==> src/rtl/adc_sequencer.sv <==
`default_nettype none
// ============================================================================
//  Module   : adc_sequencer
//  Purpose  : Drives the MAX10 ADC command/response interface. Audio
//             conversions are interleaved with a round-robin set of
//             housekeeping channels. Audio results leave as a free-running
//             sample strobe; housekeeping results leave as a handshaked
//             32-bit word.
//  Revision : 1.0 - initial release
// ----------------------------------------------------------------------------
//  Ports
//    clk                        ADC clock (clk_10 domain)
//    rst_n                      asynchronous active-low reset
//    enable_in                  run the sequencer; low drains to IDLE
//    command_valid_out          command valid (one outstanding at a time)
//    command_channel_out[4:0]   requested channel
//    command_startofpacket_out  mirrors command_valid_out
//    command_endofpacket_out    mirrors command_valid_out
//    command_ready_in           ADC accepts the command
//    response_valid_in          conversion result valid
//    response_channel_in[4:0]   channel of the result
//    response_data_in[11:0]     conversion result
//    audio_out[11:0]            latest audio sample
//    audio_stb_out              one-cycle pulse on audio update
//    aux_out[31:0]              {11'b0, channel, 4'b0, data}
//    aux_stb_out                housekeeping word valid
//    aux_ack_in                 consumer accepts aux_out
//    aux_overflow_out           sticky: pending aux word was overwritten
//    error_out                  sticky: timeout or channel mismatch
// ============================================================================
module adc_sequencer #(
    parameter int AUDIO_CHANNEL = 1,
    parameter int AUX_BASE      = 2,
    parameter int AUX_COUNT     = 4,
    parameter int AUX_PERIOD    = 8,
    parameter int TIMEOUT       = 255
) (
    input  logic        clk,
    input  logic        rst_n,
    input  logic        enable_in,
    output logic        command_valid_out,
    output logic [4:0]  command_channel_out,
    output logic        command_startofpacket_out,
    output logic        command_endofpacket_out,
    input  logic        command_ready_in,
    input  logic        response_valid_in,
    input  logic [4:0]  response_channel_in,
    input  logic [11:0] response_data_in,
    output logic [11:0] audio_out,
    output logic        audio_stb_out,
    output logic [31:0] aux_out,
    output logic        aux_stb_out,
    input  logic        aux_ack_in,
    output logic        aux_overflow_out,
    output logic        error_out
);

    localparam logic [4:0]  c_audio_ch  = 5'(AUDIO_CHANNEL);
    localparam logic [4:0]  c_aux_base  = 5'(AUX_BASE);
    localparam logic [7:0]  c_last_slot = 8'(AUX_PERIOD - 1);
    localparam logic [3:0]  c_last_aux  = 4'(AUX_COUNT - 1);
    localparam logic [15:0] c_timeout   = 16'(TIMEOUT);

    typedef enum logic [1:0] {
        S_IDLE  = 2'd0,
        S_ISSUE = 2'd1,
        S_WAIT  = 2'd2
    } state_t;

    state_t      r_state;
    logic [7:0]  r_slot;
    logic [3:0]  r_aux_idx;
    logic [15:0] r_timer;
    logic [4:0]  r_channel;
    logic        r_is_aux;
    logic [11:0] r_audio;
    logic        r_audio_stb;
    logic [31:0] r_aux;
    logic        r_aux_stb;
    logic        r_overflow;
    logic        r_error;

    // Channel the scheduler will hand out for the current slot. The slot
    // counter has already advanced by the time the next command is loaded.
    logic        w_sched_aux;
    logic [4:0]  w_sched_ch;

    assign w_sched_aux = (r_slot == c_last_slot);
    assign w_sched_ch  = w_sched_aux ? (c_aux_base + {1'b0, r_aux_idx}) : c_audio_ch;

    always_ff @(posedge clk or negedge rst_n) begin
        if (!rst_n) begin
            r_state     <= S_IDLE;
            r_slot      <= 8'd0;
            r_aux_idx   <= 4'd0;
            r_timer     <= 16'd0;
            r_channel   <= c_audio_ch;
            r_is_aux    <= 1'b0;
            r_audio     <= 12'd0;
            r_audio_stb <= 1'b0;
            r_aux       <= 32'd0;
            r_aux_stb   <= 1'b0;
            r_overflow  <= 1'b0;
            r_error     <= 1'b0;
        end else begin
            r_audio_stb <= 1'b0;
            // A transfer retires the word; a concurrent new result below
            // re-asserts the strobe.
            if (r_aux_stb && aux_ack_in) begin
                r_aux_stb <= 1'b0;
            end

            case (r_state)
                S_IDLE: begin
                    if (enable_in) begin
                        r_state   <= S_ISSUE;
                        r_channel <= w_sched_ch;
                        r_is_aux  <= w_sched_aux;
                    end else begin
                        r_overflow <= 1'b0;
                        r_error    <= 1'b0;
                    end
                end

                // Valid is held until accepted regardless of enable_in.
                S_ISSUE: begin
                    if (command_ready_in) begin
                        r_state <= S_WAIT;
                        r_timer <= 16'd0;
                        if (w_sched_aux) begin
                            r_slot    <= 8'd0;
                            r_aux_idx <= (r_aux_idx == c_last_aux) ? 4'd0 : r_aux_idx + 4'd1;
                        end else begin
                            r_slot <= r_slot + 8'd1;
                        end
                    end
                end

                S_WAIT: begin
                    if (response_valid_in || (r_timer == c_timeout)) begin
                        if (!response_valid_in || (response_channel_in != r_channel)) begin
                            r_error <= 1'b1;
                        end else if (r_is_aux) begin
                            r_aux     <= {11'd0, response_channel_in, 4'd0, response_data_in};
                            r_aux_stb <= 1'b1;
                            if (r_aux_stb && !aux_ack_in) begin
                                r_overflow <= 1'b1;
                            end
                        end else begin
                            r_audio     <= response_data_in;
                            r_audio_stb <= 1'b1;
                        end

                        if (enable_in) begin
                            r_state   <= S_ISSUE;
                            r_channel <= w_sched_ch;
                            r_is_aux  <= w_sched_aux;
                        end else begin
                            r_state <= S_IDLE;
                        end
                    end else begin
                        r_timer <= r_timer + 16'd1;
                    end
                end

                default: begin
                    r_state <= S_IDLE;
                end
            endcase
        end
    end

    assign command_valid_out         = (r_state == S_ISSUE);
    assign command_startofpacket_out = (r_state == S_ISSUE);
    assign command_endofpacket_out   = (r_state == S_ISSUE);
    assign command_channel_out       = r_channel;
    assign audio_out                 = r_audio;
    assign audio_stb_out             = r_audio_stb;
    assign aux_out                   = r_aux;
    assign aux_stb_out               = r_aux_stb;
    assign aux_overflow_out          = r_overflow;
    assign error_out                 = r_error;

endmodule
`default_nettype wire
==> config.mk <==
export PLATFORM = sky130hd
export DESIGN_NAME = adc_sequencer
export DESIGN_NICKNAME = d
export VERILOG_FILES = /design/src/rtl/adc_sequencer.sv
export SDC_FILE = /design/constraint.sdc
export NUM_CORES = 1
export LEC_CHECK = 0
export CORE_AREA = 2 2 94 96
export CTS_CLUSTER_DIAMETER = 120
export DETAILED_ROUTE_END_ITERATION = 12
export DIE_AREA = 0 0 96 98
export HOLD_SLACK_MARGIN = 0.12
export PLACE_DENSITY = 0.65
export SYNTH_ARGS = -nofsm -noshare
export SYNTH_HDL_FRONTEND = slang
export SYNTH_SLANG_ARGS = --single-unit
export TNS_END_PERCENT = 10
==> constraint.sdc <==
create_clock -name clk -period 2.26 [get_ports clk]
set_input_delay 0.452 -clock clk [delete_from_list [all_inputs] [get_ports clk]]
set_output_delay 0.452 -clock clk [all_outputs]
set_load 0.02 [all_outputs]
Word-level counts from Yosys, hierarchy flattened
Index checks and enable logic that the tools add are counted.

Memory bits (read-only): 0. Memories: 0. Memory bits (writable): 0. Latch bits: 0. Logic and storage cells: 86. Output and inout port bits: 56. Bits in registers: 69.

Add/sub/neg operators: 4. Muxes and demuxes: 35. Div/mod/pow operators: 0. Bitwise operators: 2. Reductions and logical operators: 18. Order comparisons: 0. Shifts and indexed selects: 0. Multipliers: 0. Equal/unequal tests: 15.

Operator list (number): $mux 16 (2); $pmux 16 s2 (1); $mux 1 (19); $add 16x1->16 const B (1); $eq 16x8->1 const B (1); $ne 2x2->1 const B (8); $mux 5 (3); $reduce_and 4->1 (3); $pmux 5 s2 (1); $reduce_and 3->1 (3); $add 8x1->8 const B (1); $eq 8x3->1 const B (1); $mux 8 (1); $mux 2 (3); $pmux 1 s2 (3); $pmux 2 s3 (1); $reduce_and 6->1 (1); $add 2x4->5 const A (1); $ne 5x5->1 (1); $add 4x1->4 const B (1); $eq 4x2->1 const B (1); $mux 4 (1); $reduce_and 2->1 (2); $reduce_bool 2->1 (2); 8 further kinds (12).

Depth between registers and ports, before layout
Depth after elaboration: 7. Mapped depth: 7.

Worst setup path after synthesis
OpenSTA, ideal clock, no wires.

Path type: reg-to-reg. Start: register r_channel[0], in the netlist command_channel_out[0]. End: register r_aux[10], in the netlist aux_out[10]. Clock period less this slack: 2.087 ns. Setup slack: 0.173 ns. Cell stages (with the launch flop): 6. Library setup time: 0.125 ns. Buffers on the path: 1. Arrival: 1.962 ns. Data required time: 2.135 ns. Cell sequence: dfstp_2 > xnor2_1 > nand4_2 > nor4_4 > buf_6 > mux2_2.

Cells in the longest elaborated chain, start to end: 4.

RTL lines: start, declared (RTL line 74) `logic [4:0] r_channel;`; start signal, assigned (RTL line 97) `r_channel <= c_audio_ch;`; start signal, assigned (RTL line 117) `r_channel <= w_sched_ch;`; start signal, assigned (RTL line 156) `r_channel <= w_sched_ch;`; $ne 5x5->1 (RTL line 141) `if (!response_valid_in || (response_channel_in != r_channel)) begin`; $logic_or 1x1->1 (RTL line 141); $not 1->1 (no source line); $reduce_and 4->1 (no source line); end signal, assigned (RTL line 144) `r_aux <= {11'd0, response_channel_in, 4'd0, response_data_in};`; end, declared (RTL line 78) `logic [31:0] r_aux;`.

Every way passes these cells. A chain may end at the register's enable or synchronous reset.

Worst setup path in the final report
Start: register r_state[1]. End: output command_startofpacket_out.

Cells in the longest elaborated chain, start to end: 1.

RTL lines: start, declared (RTL line 70) `state_t r_state;`; start signal, assigned (RTL line 93) `r_state <= S_IDLE;`; start signal, assigned (RTL line 116) `r_state <= S_ISSUE;`; start signal, assigned (RTL line 128) `r_state <= S_WAIT;`; $eq 2x1->1 (RTL line 174) `assign command_startofpacket_out = (r_state == S_ISSUE);`; end, declared (RTL line 43) `output logic command_startofpacket_out,`.

Every way passes these cells.

==> results.yml <==
power_and_ir_drop:
  switchingPower_mw: 1.10
  p_sw_share_pct: 28.3
  p_leak_nw: 2.01
  irDropWorstVdd_mv: 0.460
  p_total_mw: 3.89
  seqPwrFrac_pct: 40.1
  p_per_area_nw_per_um2: 898
  p_comb_share_pct: 23.1
  pwr-share-clk_pct: 36.8
  intPower_mw: 2.79
yosys:
  avgSynthCellArea_um2: 11.7
  synth_area_leaders: "dfrtp_1 52%, mux2_2 12%, buf_4 4.1%, mux2i_1 3.4%, xnor2_1 2.9%"
  syn-instance-count: 280
  yosysSeqAreaShare_pct: 52.8
  syn_area_um2: 3280
  ys.flop_type: "dfrtp_1"
  ys_async_sr_fraction_pct: 100
  ys_seq_elements: 69
  ys_types: 45
  yosys_warnings: 0
  synth_edf_count: 0
  yosysTopAreaCell: "dfrtp_1"
  netlist.area_leader.share_pct: 51.9
grt:
  antenna_found_initial: 0
  met3_usage_pct: 7.18
  grt_max_degree: 70
  grt-ovfl-total: 0
  grt_util_met2_pct: 23.5
  grt_pass1_wl_mm: 11.8
  grt.busiest_layer: "met2"
  use_met1_pct: 21.5
  grt_use_total_pct: 16.2
  grt_pass1_vias: 2388
route:
  drt_iter0_markers: 74
  post_drt_wl_per_cell_um: 14.5
  routed_wl_mm: 6.81
  firstDrtPassIters: 4
  via_count: 2344
  ant_nets: 0
  drcViolationCount: 0
  viasPerCell: 4.99
run_status:
  outcome: "complete, no violations"
floorplanning:
  start_util_pct: 38.7
  core_um2: 8470
  rows: 34
  die_w_um: 96
  die_area_um2: 9410
  fp.dieH_um: 98
  io_pins: 79
cells_and_area:
  layout_commonest_cell: "dfrtp_1"
  fin_cells: 470
  final_cell_mix: "67 x dfrtp_1, 62 x clkdlybuf4s50_1, 34 x mux2_2, 23 x nand2_1, 15 x conb_1"
  syn_to_final_growth_pct: 32.1
  nets: 384
  antenna_cells: 0
  design_area_um2: 4330
  layout-drive-gt1-share_pct: 21.0
  post-route-util_pct: 51.1
sta:
  max_freq_mhz: 472
  setup_tns_ns: 0
  timing.final.hold_violations: 0
  setup_slack_ns: 0.141
  timing.final.crit_share_pct: 93.8
  fin_hold_ws_ns: 0.115
  fin_crit_ns: 2.12
  rsz0062_at_grt: "false"
  clock_skew_ns: 0.0111
  setup_viol: 0
  slew_viol_final: 0
clock_network:
  clk_pin_slew_ns: 0.08
  cts_setup_buffers: 0
  cts_sinks: 69
  h-tree-depth: 3
  cts_tree: "yes"
  clk_latency_ns: 0.34
  tritoncts.num_buffers: 9
  clk_path_buf_depth: 2
  clockRootBuffer: "clkbuf_8"
  ctsHoldBuffers: 0
flow_run:
  maxCapViolCount: 0
critical_path:
  arrival_ns: 1.67
  endpoint_kind: "primary output"
  worstSetupPathType: "reg2out"
  worstSetupStartpointType: "flop"
  path_max_fanout: 8
  worstPathRequired_ns: 1.81
  reg2regPathDepth: 5
place:
  portBuffers: 63
  pre_cts_slack_ns: -0.121
  globalplace.congestion: 0.766
  dp_cells: 454
  postPlaceCellArea_um2: 4040
  place_hpwl_mm: 4.87
worst_hold_path:
  hp-class: "in2async"
-- sequential cells by signal, summed over array words and instances (netlist names) --
name / flops
audio_out: 12
audio_stb_out: 1
aux_out: 17
aux_overflow_out: 1
aux_stb_out: 1
command_channel_out: 5
error_out: 1
r_aux_idx: 4
r_is_aux: 1
r_slot: 8
r_state: 2
r_timer: 16
-- area by class of cell --
class / instances / area (µm²)
Multi-Input combinational cell: 193 / 1410
Timing Repair Buffer: 77 / 743
Clock buffer: 10 / 128
Clock inverter: 6 / 159
Tap cell: 108 / 135
Fill cell: 765 / 4140
Sequential cell: 69 / 1730
Inverter: 7 / 26.3
-- path summary, 6_finish.rpt --
check | start | endpoint | slack [ns]
setup / recovery | r_state[1] | command_startofpacket_out | 0.14
hold / removal | rst_n | aux_out[7] | 0.11
setup reg to reg | r_timer[0] | command_channel_out[3] | 0.22
hold reg to reg | r_slot[4] | r_slot[4] | 0.49
max in group asynchronous | rst_n | command_channel_out[0] | 1.82
min in group clk | r_slot[4] | r_slot[4] | 0.49
-- critical path, stage by stage (launching register included) --
cell and delay, ns:
dfrtp_1 0.49, nor2b_2 0.22, clkdlybuf4s50_1 0.63
-- cells in the mapped netlist, types with 5 or more instances --
cell,count
dfrtp_1,68
nor2_1,8
xnor2_1,11
and3_1,6
nand2_1,23
nand4_1,11
o21ai_0,9
inv_1,7
or3_1,5
mux2_2,34
mux2i_1,11
nand3_1,7
a21oi_1,7
buf_4,18
-- power groups by stage --
stage                     Sequential, mW  Clock (mW)  Combinational [mW]
after floorplan                     1.62           0               0.485
after global placement              1.57           0               0.892
after detailed placement            1.58           0               0.908
after CTS                           1.56        1.46               0.913
after global routing                1.59        1.53               0.990
final                               1.56        1.43               0.898
-- layer usage --
| layer | part of all wire, % | routed length (µm) | vias to the layer above |
|---|---|---|---|
| li1 | - | - | 1121 |
| met1 | 46 | 3110 | 1150 |
| met2 | 45 | 3080 | 64 |
| met3 | 8.1 | 553 | 9 |
| met4 | 1.1 | 74 | 0 |
| met5 | 0 | 0 | - |
-- what timing repair did --
action / 4_1_cts / 5_1_grt
endpoints found under the setup margin: 3 / 3
gates cloned: 0 / 0
resized for setup: 1 / 1
-- cell families (layout without fill, tap and decap cells) --
kind of cell	after synthesis	count (layout)	synth area share (%)
buffers and inverters	32	100	6.00
AO/OA/AOI/OAI	28	28	5.16
flip-flops	69	69	52.8
adder cells (fa/ha/maj)	4	4	1.53
AND/OR/NAND/NOR	87	87	15.7
other	1	15	0.114
XOR/XNOR	14	14	3.74
multiplexers	45	45	15.0
No activity file was read; power rests on OpenSTA's default activity.
==> patch 1: new RTL, same settings <==
The 3 states of `state_t` get a one-hot encoding in 3 bits.
--- a/src/rtl/adc_sequencer.sv
+++ b/src/rtl/adc_sequencer.sv
@@ -61,10 +61,10 @@
     localparam logic [3:0]  c_last_aux  = 4'(AUX_COUNT - 1);
     localparam logic [15:0] c_timeout   = 16'(TIMEOUT);
 
-    typedef enum logic [1:0] {
-        S_IDLE  = 2'd0,
-        S_ISSUE = 2'd1,
-        S_WAIT  = 2'd2
+    typedef enum logic [2:0] {
+        S_IDLE  = 3'b001,
+        S_ISSUE = 3'b010,
+        S_WAIT  = 3'b100
     } state_t;
 
     state_t      r_state;
Check against the original RTL: same outputs for any inputs over 10 cycles, from zero or initial values and one cycle with rst_n low; not proved beyond that.
==> patch 1 against the original RTL <==
Design area is 4.1% higher; register-to-register slack worse by 0.20 ns; largest cell class unchanged; die area stayed put; wire length is 7.9% higher; final cell count is 4.9% higher; total power is 26% lower; largest power group unchanged; critical path type is now flip-flop to flip-flop; sequential cell count is 1 higher; area after synthesis is 3.8% higher; worst setup slack worse by 0.12 ns.
==> patch 1: results <==
group,metric,value,unit
worst_hold_path,min-delay-path-class,"primary input to flip-flop",
logic_synthesis,ys_seq_area_frac,0.516,
worst_setup_path,crit_slowest_cell,"or4_4",
place,gp_congestion,0.738,
worst_setup_path,slowest_delay,0.55,ns
place,placed_cell_area,4260,sq um
drt,wl_met1,3310,microns
global_routing,grt_pass1_vias,2299,
worst_setup_path,critPathMaxFanout,6,
final_layout,finalInstanceArea,4500,sq um
place,dp_cells,475,
drt,routed_wl,7350,microns
global_routing,grtUsageMet1,0.219,
timing,fin_worst_skew,0.0126,ns
final_layout,drive_gt1_frac,0.244,
logic_synthesis,netlist_top_cells_area,"dfrtp_1, mux2_2, mux2i_1, buf_4, nand2_1",
logic_synthesis,async_reset_ff_frac,1.00,
logic_synthesis,synth.avg_cell_area,11.7,sq um
logic_synthesis,synth_commonest_cells,"dfrtp_1, mux2_2, nand2_1",
place,dpl.hpwl,5190,microns
global_routing,grt_max_degree,71,
power,power.internal,2.09,mW
drt,drt_iter0_markers,124,
worst_setup_path,cp_top_family,"simple AND/OR/NAND/NOR gates",
worst_setup_path,cp.arrival,2.47,ns
power,ir_drop,0.350,mV
power,leakage,2.04,nW
global_routing,grt_first_pass_wirelength,11700,microns
global_routing,grtUsageTotal,0.163,
status,outcome,"finished, final reports clean",
final_layout,fill_cells,766,
drt,met3_length,213,microns
final_layout,fin_cells,493,
timing,post-route-period-util,0.993,
drt,route.met2.wl,3690,microns
## patch 1: path summary, 6_finish.rpt
kind	from	to	slack, ns	depth (start not counted)
worst min register to register	r_slot[5]$_DFFE_PN0P_	r_slot[5]$_DFFE_PN0P_	0.50	1
worst max register to register	r_timer[11]$_DFFE_PN0P_	r_is_aux$_DFFE_PN0P_	0.02	4
min in group asynchronous	rst_n	aux_out[10]$_DFFE_PN0P_	0.67	3
worst max-delay path	r_timer[11]$_DFFE_PN0P_	r_is_aux$_DFFE_PN0P_	0.02	4
max in group asynchronous	rst_n	command_channel_out[0]$_DFFE_PN1P_	1.26	3
worst min-delay path	response_channel_in[1]	aux_out[17]$_DFFE_PN0P_	0.47	2
## patch 1: layout make-up
cell class | instances | share of cell area
Clock buffer | 11 | 0.0314
Clock inverter | 5 | 0.0131
Inverter | 9 | 0.00750
Multi-Input combinational cell | 199 | 0.337
Sequential cell | 70 | 0.390
Tap cell | 108 | 0.0300
Timing Repair Buffer | 91 | 0.191
## patch 1: power groups by stage
stage,combinational [mW],sequential [mW],clock [mW]
floorplan,0.286,1.42,0
global route,0.514,1.40,1.11
detailed placement,0.475,1.41,0
CTS,0.465,1.39,1.06
global placement,0.464,1.41,0
finish,0.465,1.39,1.03
## patch 1: cells by family (layout without fill, tap and decap cells)
kind of cell    after synthesis  after routing  synth area share
fa+ha+maj                     4              4            0.0147
buf+inv                      35            116            0.0589
xor+xnor                     12             12            0.0309
mux                          50             50             0.164
other cells                   1             15           0.00110
simple gates                 94             94             0.167
flops                        70             70             0.516
compound gates               24             24            0.0475
## patch 1: timing repair
action | in CTS | in global routing
cloned | 0 | 1
pin swaps | 0 | 4
hold buffers | 1 | 0
endpoints found under the hold margin | 6 | 0
endpoints found under the setup margin | 7 | 16
resized for setup | 4 | 11
==> patch 2: new RTL, same flow settings <==
Without the edit above. Change the parameter `TIMEOUT` from 255 to 191.
--- a/src/rtl/adc_sequencer.sv
+++ b/src/rtl/adc_sequencer.sv
@@ -33,7 +33,7 @@
     parameter int AUX_BASE      = 2,
     parameter int AUX_COUNT     = 4,
     parameter int AUX_PERIOD    = 8,
-    parameter int TIMEOUT       = 255
+    parameter int TIMEOUT       = 191
 ) (
     input  logic        clk,
     input  logic        rst_n,
Check against the original RTL: same outputs for any inputs over 10 cycles, from zero or initial values and one cycle with rst_n low; that may be too few to reach the edited logic, so the function may still have changed.
==> patch 2 against the original RTL <==
Design area rose by 2.2%; hold slack better by 0.026 ns; area after synthesis rose by 2.3%; sequential share of layout area is 0.85 points lower; wire length grew 1.6%; utilization is 1.1 points higher; first-iteration DRC count is 9.5% higher; total power is 4.7% lower; synthesized cell count grew 1.4%; worst setup slack better by 0.067 ns; via count increased by 1.7%; sequential cell count unchanged; die area did not move; critical path depth increased by 3; largest cell class unchanged.
==> patch 2: results <==
group,metric,value,unit
status,outcome,"finished, final reports clean",
timing,fin_worst_skew,0.0106,ns
final_layout,nNetsFinal,388,
logic_synthesis,netlist_top_cells_area,"dfrtp_1, mux2_2, buf_4, mux2i_1, xnor2_1",
drt,first_pass_iters,5,
global_routing,grtUsageTotal,0.161,
worst_setup_path,cp-startpoint,"r_timer[0]$_DFFE_PN0P_",
final_layout,fill_cells,755,
drt,drt_iter0_markers,81,
power,ir_drop,0.562,mV
worst_setup_path,cp.arrival,2.31,ns
place,dpl.hpwl,5070,microns
logic_synthesis,yosysWarnings,0,
worst_setup_path,slowest_delay,0.57,ns
logic_synthesis,ys_seq_area_frac,0.516,
global_routing,grt_first_pass_wirelength,11700,microns
worst_setup_path,critPathMaxFanout,16,
place,gp_congestion,0.751,
drt,routed_wl,6920,microns
cts,post_cts.repair.setup_buffers,0,
power,leakage,2.04,nW
logic_synthesis,synth_commonest_cells,"dfrtp_1, mux2_2, nand2_1",
global_routing,grt_pass1_vias,2383,
final_layout,drive_gt1_frac,0.216,
worst_setup_path,cp-endpoint,"r_timer[11]$_DFFE_PN0P_",
[patch 2: cell types whose count changed after synthesis, moves of 3 or more]
cell and change:
nor3_1 +3, o31ai_1 +5, o21ai_0 -4, nor2_1 -6
nand2_1 -4, nand4_1 -4, inv_1 +4, nand3_1 +7
or3_1 -5, or4_1 +3
[patch 2: critical path, delay by kind of cell, from the launching register on]
kind	cells	cell delay [ns]
AND/OR/NAND/NOR	3	1.12
flip-flops	1	0.43
adder cells (fa/ha/maj)	1	0.27
AO/OA/AOI/OAI	1	0.15
[patch 2: worst min path at each step]
stage	startpoint	endpoint	slack, ns	cells past startpoint
after CTS	rst_n	r_slot[2]$_DFFE_PN0P_	0.16	1
after global routing	rst_n	r_slot[0]$_DFFE_PN0P_	0.17	1
after floorplan	rst_n	audio_out[0]$_DFFE_PN0P_	0.16	0
final	rst_n	r_slot[0]$_DFFE_PN0P_	0.14	1
after global placement	r_timer[5]$_DFFE_PN0P_	r_timer[5]$_DFFE_PN0P_	0.46	1
after detailed placement	r_timer[5]$_DFFE_PN0P_	r_timer[5]$_DFFE_PN0P_	0.47	1
[patch 2: area by class of cell]
| class | instances | share of cell area |
|---|---|---|
| sequential | 69 | 0.391 |
| tap | 108 | 0.0306 |
| clock inverter | 6 | 0.0357 |
| timing repair buffer | 78 | 0.174 |
| inverter | 11 | 0.00934 |
| clock buffer | 10 | 0.0311 |
| multi-input combinational | 192 | 0.328 |
[patch 2: cells by family (layout without fill, tap and decap cells)]
family / Yosys count / count (layout) / synth area share
DFF: 69 / 69 / 0.516
AOI/OAI and AO/OA: 31 / 31 / 0.0583
other: 1 / 15 / 0.00112
xor gates and xnor gates: 11 / 11 / 0.0288
and+or+nand+nor: 85 / 85 / 0.163
muxes: 46 / 46 / 0.151
buffers and inverters: 37 / 105 / 0.0672
adders and majority gates: 4 / 4 / 0.0149
[patch 2: metrics by stage]
stage | area [sq um] | cells | setup WS (ns) | TNS, ns
after floorplan | 3400 | 298 | 0.219 | 0
after global placement | 4120 | 458 | -0.00164 | -0.00274
after detailed placement | 4120 | 458 | -0.0387 | -0.591
after CTS | 4410 | 474 | 0.0256 | 0
after global routing | 4420 | 474 | 0.0657 | 0
final | 4420 | 474 | 0.208 | 0
[patch 2: per-layer routing]
metal	GRT usage	up-vias	routed length, microns
met2	0.255	49	3380
met3	0.0347	11	261
met5	0	-	0
met4	0.0791	0	165
li1	-	1145	-
met1	0.206	1179	3120
[patch 2: power by group]
| part | leakage (nW) | switching (mW) | internal [mW] | total, mW |
|---|---|---|---|---|
| clock | 0.143 | 0.463 | 0.987 | 1.45 |
| sequential | 0.940 | 0.142 | 1.37 | 1.51 |
| combinational | 0.957 | 0.382 | 0.363 | 0.745 |
